--- config.mk ---
export PLATFORM = sky130hd
export DESIGN_NAME = seg_scan_mux
export DESIGN_NICKNAME = d
export VERILOG_FILES = /design/src/rtl/seg_pkg.sv /design/src/rtl/seg_slot_timer.sv /design/src/rtl/seg_scan_mux.sv
export SDC_FILE = /design/constraint.sdc
export NUM_CORES = 1
export LEC_CHECK = 0
export ABC_AREA = 1
export BUFFER_PORTS_ARGS = -buffer_cell sky130_fd_sc_hd__buf_2
export CORE_ASPECT_RATIO = 0.6
export CORE_UTILIZATION = 60
export DETAILED_ROUTE_END_ITERATION = 7
export GPL_TIMING_DRIVEN = 0
export PLACE_DENSITY = 0.92
export SYNTH_ARGS = -nofsm -noshare
export SYNTH_HDL_FRONTEND = slang
export SYNTH_SLANG_ARGS = --single-unit
--- constraint.sdc ---
create_clock -name clk -period 5 [get_ports clk]
set_input_delay 0.5 -clock clk [delete_from_list [all_inputs] [get_ports clk]]
set_output_delay 0.5 -clock clk [all_outputs]
set_load 0.05 [all_outputs]
--- src/rtl/seg_pkg.sv ---
// Package seg_pkg: shared constants, scan-state type and the leading-zero
// eligibility helper for the seg_scan_mux display scanner.
//   DIGITS     : number of display digits
//   NIBBLE_W   : bits per hex digit
//   ANODE_OFF  : active-low anode pattern with every digit dark
//   lz_mask()  : per-digit "may be lit" mask for leading-zero blanking
package seg_pkg;

    localparam int unsigned DIGITS    = 4;
    localparam int unsigned NIBBLE_W  = 4;
    localparam logic [3:0]  ANODE_OFF = 4'b1111;

    typedef enum logic {ST_BLANK, ST_SHOW} scan_state_t;

    // Digit i is eligible when any nibble at or above i is non-zero; digit 0
    // is always eligible so an all-zero value still shows a single "0".
    function automatic logic [3:0] lz_mask(input logic [15:0] v);
        logic [3:0] m;
        m[0] = 1'b1;
        m[1] = |v[15:4];
        m[2] = |v[15:8];
        m[3] = |v[15:12];
        return m;
    endfunction

endpackage

--- src/rtl/seg_slot_timer.sv ---
// seg_slot_timer: slot counter and digit index for the display scan.
// Ports:
//   clk_i        : system clock, rising edge
//   reset_ni     : synchronous active-low reset
//   digit_idx_o  : current slot index 0..3
//   slot_end_o   : high on the last cycle of every slot
//   frame_end_o  : high on the last cycle of slot 3
//   in_blank_o   : high while the slot is in its anti-ghost blanking window
module seg_slot_timer
    import seg_pkg::*;
#(
    parameter int unsigned REFRESH_DIV  = 100000,
    parameter int unsigned BLANK_CYCLES = 1000
) (
    input  logic       clk_i,
    input  logic       reset_ni,
    output logic [1:0] digit_idx_o,
    output logic       slot_end_o,
    output logic       frame_end_o,
    output logic       in_blank_o
);

    localparam int unsigned CntW = (REFRESH_DIV > 1) ? $clog2(REFRESH_DIV) : 1;

    logic [CntW-1:0] count_q, count_d;
    logic [1:0]      idx_q, idx_d;
    scan_state_t     state_q, state_d;
    logic            slot_end;

    always_comb begin
        slot_end = (count_q == CntW'(REFRESH_DIV - 1));
        count_d  = slot_end ? '0 : count_q + 1'b1;
        idx_d    = slot_end ? idx_q + 2'd1 : idx_q;
        // State tracks the count it will hold next, so it is aligned with count_q.
        state_d  = (count_d < CntW'(BLANK_CYCLES)) ? ST_BLANK : ST_SHOW;
    end

    always_ff @(posedge clk_i) begin
        if (!reset_ni) begin
            count_q <= '0;
            idx_q   <= 2'd0;
            state_q <= ST_BLANK;
        end else begin
            count_q <= count_d;
            idx_q   <= idx_d;
            state_q <= state_d;
        end
    end

    assign digit_idx_o = idx_q;
    assign slot_end_o  = slot_end;
    assign frame_end_o = slot_end && (idx_q == 2'd3);
    assign in_blank_o  = (state_q == ST_BLANK);

endmodule

--- src/rtl/seg_scan_mux.sv ---
// seg_scan_mux: time-multiplexes a 16-bit hex value onto a 4-digit
// common-segment display, with a frame-synchronised shadow load so the
// displayed digits never tear.
// Ports:
//   clk        : system clock, rising edge
//   reset_L    : synchronous active-low reset
//   load       : 1-cycle strobe, capture data_in into the shadow register
//   data_in    : value to show, [3:0] = rightmost digit
//   digit_en   : per-digit enable, 0 keeps that anode off
//   nibble     : hex nibble of the current digit (registered)
//   anode_L    : active-low anodes, bit3 = leftmost (registered)
//   digit_idx  : current slot index 0..3
//   pending    : shadow loaded but not yet committed to display
//   frame_done : 1-cycle pulse on the last cycle of the digit-3 slot
// Build option: define SEG_LZ_BLANK_EN to enable leading-zero blanking.
module seg_scan_mux
    import seg_pkg::*;
#(
    parameter int unsigned REFRESH_DIV  = 100000,
    parameter int unsigned BLANK_CYCLES = 1000
) (
    input  logic        clk,
    input  logic        reset_L,
    input  logic        load,
    input  logic [15:0] data_in,
    input  logic [3:0]  digit_en,
    output logic [3:0]  nibble,
    output logic [3:0]  anode_L,
    output logic [1:0]  digit_idx,
    output logic        pending,
    output logic        frame_done
);

    logic        frame_end;
    logic        slot_end;
    logic        in_blank;
    logic [1:0]  idx;

    logic [15:0] shadow_q, disp_q;
    logic        pending_q;
    logic [3:0]  anode_q, anode_d;
    logic [3:0]  nibble_q, nibble_d;
    logic [3:0]  show_mask;

    seg_slot_timer #(
        .REFRESH_DIV  (REFRESH_DIV),
        .BLANK_CYCLES (BLANK_CYCLES)
    ) u_timer (
        .clk_i       (clk),
        .reset_ni    (reset_L),
        .digit_idx_o (idx),
        .slot_end_o  (slot_end),
        .frame_end_o (frame_end),
        .in_blank_o  (in_blank)
    );

    always_comb begin
`ifdef SEG_LZ_BLANK_EN
        show_mask = digit_en & lz_mask(disp_q);
`else
        show_mask = digit_en;
`endif
        nibble_d = disp_q[NIBBLE_W*idx +: NIBBLE_W];
        anode_d  = ANODE_OFF;
        if (!in_blank) begin
            anode_d[idx] = ~show_mask[idx];
        end
    end

    always_ff @(posedge clk) begin
        if (!reset_L) begin
            shadow_q  <= 16'h0000;
            disp_q    <= 16'h0000;
            pending_q <= 1'b0;
            anode_q   <= ANODE_OFF;
            nibble_q  <= 4'h0;
        end else begin
            if (load) begin
                shadow_q <= data_in;
            end
            // Commit uses the shadow value from before this cycle, so a load on
            // the boundary lands in the shadow and waits for the next frame.
            if (frame_end && pending_q) begin
                disp_q <= shadow_q;
            end
            if (load) begin
                pending_q <= 1'b1;
            end else if (frame_end) begin
                pending_q <= 1'b0;
            end
            anode_q  <= anode_d;
            nibble_q <= nibble_d;
        end
    end

    assign nibble     = nibble_q;
    assign anode_L    = anode_q;
    assign digit_idx  = idx;
    assign pending    = pending_q;
    assign frame_done = frame_end;

endmodule

==> results.yml <==
outcome:
  status: "completed"
floorplanning:
  die_area_um2: 4803
  die_h_um: 54.08
  coreArea_um2: 4212
  rows: 18
  fp.dieW_um: 88.81
  initial_utilization_pct: 64.41
  num_io_pins: 35
final_layout:
  drive_above_1_share_pct: 14.65
  antennaDiodeCount: 0
  area_growth_pct: 17.20
  layoutNonFillerInstCount: 497
  fin_nets: 460
  multi_input_area_um2: 1296
  seqCellArea_um2: 1221
  num-fill-cells: 312
  final_area_um2: 3179
cts:
  cts_root_buf: "clkbuf_8"
  cts_buffers: 9
  cts_resized: 0
  cts.reportedPaths.clkPinSlew_ns: 0.07
  htree_levels: 3
  clock_sinks: 61
  postCtsSetupBuffers: 0
  clock_latency_ns: 0.35
  hold_buffers: 0
  cts_buffer_depth: 2
  cts_tree: "done"
synth:
  synth_top_area_share_pct: 45.02
  synth_cells: 388
  syn-num-nets: 416
  synth-seq-cells: 61
  yosys-top-cells-count: "107 x nor2_1, 64 x nand2_1, 61 x dfxtp_1, 34 x o21ai_0, 28 x inv_1"
  netlist_area_um2: 2713
  avgSynthCellArea_um2: 6.991
  synth.largest_area_cell: "dfxtp_1"
  synth-edff-count: 0
  synth_flop_cell: "dfxtp_1"
  synth_area_leaders: "dfxtp_1 45%, nor2_1 15%, nand2_1 8.9%"
  yosys_warnings: 0
  synthDistinctLibCells: 27
  synthMostInstantiatedCell: "nor2_1"
  synthArstFlopShare_pct: 0
  synth-seq-area-share_pct: 45.02
placement:
  dpl.cell_count: 481
  io_buffers: 33
  place_congestion: 0.8710
  dpl_cell_area_um2: 2953
  hpwl_um: 4496
global_route:
  grt_max_degree: 12
  grt_pass1_wl_um: 10580
  antenna_found_initial: 0
  overflow: 0
  grt_pass1_vias: 2346
  grt.total_usage_pct: 30.64
setup_path:
  critPathKind: "register to primary output"
  cp_max_fo: 10
  arrival_ns: 2.12
  worstPathRequired_ns: 4.50
  cp-start-kind: "register"
  cp-end-kind: "primary output"
pwr:
  peakVddDrop_mv: 0.2434
  power_mw: 1.048
  p_per_area_nw_per_um2: 329.7
  p_leak_nw: 1.433
timing:
  fmax_mhz: 381.9
  slew_headroom_pct: 66.48
  worst_slew_pin_slew_ns: 0.5028
  min_period_ns: 2.619
  rsz0062_at_grt: "false"
  finalSetupTns_ns: 0
  final_hold_viol_count: 0
  drv_slew: 0
  finClkSkew_ns: 0.007049
  finalSetupViolations: 0
  fin_crit_sh_pct: 52.38
drt:
  ant_nets: 0
  route.vias.total: 2707
  wl_per_cell_um: 13.22
  dr.pass1.iters: 5
  drt_iter0_drc: 370
  viasPerCell: 5.447
  drt_wl_total_um: 6568
  drc: 0
worst_hold_path:
  holdCritPathClass: "input pin to register"
job:
  maxCapViolations: 0
==> logic make-up (layout without fill, tap and decap cells) <==
group | count (synthesis) | in the layout | synth area share [%]
compound gates | 58 | 58 | 11.16
fa+ha+maj | 5 | 5 | 2.306
buf+inv | 47 | 96 | 7.196
flops | 61 | 61 | 45.02
simple gates | 217 | 217 | 34.32
==> where the power goes <==
part / total [mW] / internal, mW / switching, mW
logic: 0.0429 / 0.0153 / 0.0276
clock network: 0.500 / 0.308 / 0.191
registers: 0.506 / 0.498 / 0.00805
==> critical path, stage by stage, from the launching register on <==
cell	delay [ns]
dfxtp_1	0.39
ha_1	0.24
nand2_2	0.08
inv_2	0.09
nand2_4	0.06
nor2_4	0.12
nand2_4	0.09
inv_6	0.08
nand2_8	0.08
buf_2	0.19
inv_1	0.07
buf_2	0.25
==> layer usage <==
metal | routed length, µm | vias up | GRT usage [%]
li1 | - | 1329 | -
met1 | 3066 | 1208 | 41.68
met2 | 2714 | 147 | 44.36
met3 | 664 | 23 | 13.19
met4 | 122 | 0 | 8.333
met5 | 0 | - | 0
==> layout make-up <==
cell class                      count  share of cell area, %
Buffer                             13                  1.968
Clock buffer                       13                  4.998
Clock inverter                      3                  2.125
Inverter                           34                  4.172
Multi-Input combinational cell    280                  40.77
Sequential cell                    61                  38.41
Tap cell                           60                  2.361
Timing Repair Buffer               33                  5.195
==> path summary, 6_finish.rpt <==
check / startpoint / endpoint / slack [ns] / cells past startpoint
max: u_timer.count_q[0] / frame_done / 2.38 / 11
min reg2reg: u_timer.count_q[0] / u_timer.count_q[0] / 0.48 / 1
max reg2reg: u_timer.count_q[0] / disp_q[7] / 3.11 / 11
min: data_in[0] / shadow_q[0] / 0.37 / 3
==> sequential cells by signal, indices dropped and copies added, names as in the netlist <==
register             flops
nibble                   4
shadow_q                16
u_timer.digit_idx_o      2
pending                  1
disp_q                  16
anode_L                  4
u_timer.count_q         17
u_timer.state_q          1
==> per-stage QoR <==
step,hold WS [ns],utilization (%),setup slack (ns)
floorplan,0.4407,-,2.798
global placement,0.4604,70.11,2.802
detailed placement,0.4745,70.11,2.779
CTS,0.3665,75.49,2.395
global route,0.3798,75.49,2.253
finish,0.3659,75.49,2.381
==> cells in the final DEF, fill, tap and decap left out, drive strengths merged <==
cell / instances
o21ai: 44
nand2: 69
ha: 5
nand4: 3
nand3: 16
o21bai: 2
clkinv: 2
nor3: 17
a21oi: 11
clkbuf: 23
nor2: 111
bufinv: 2
dfxtp: 61
clkinvlp: 1
and2: 1
inv: 32
buf: 36
a221oi: 1
Power figures use the tool's default switching activity.
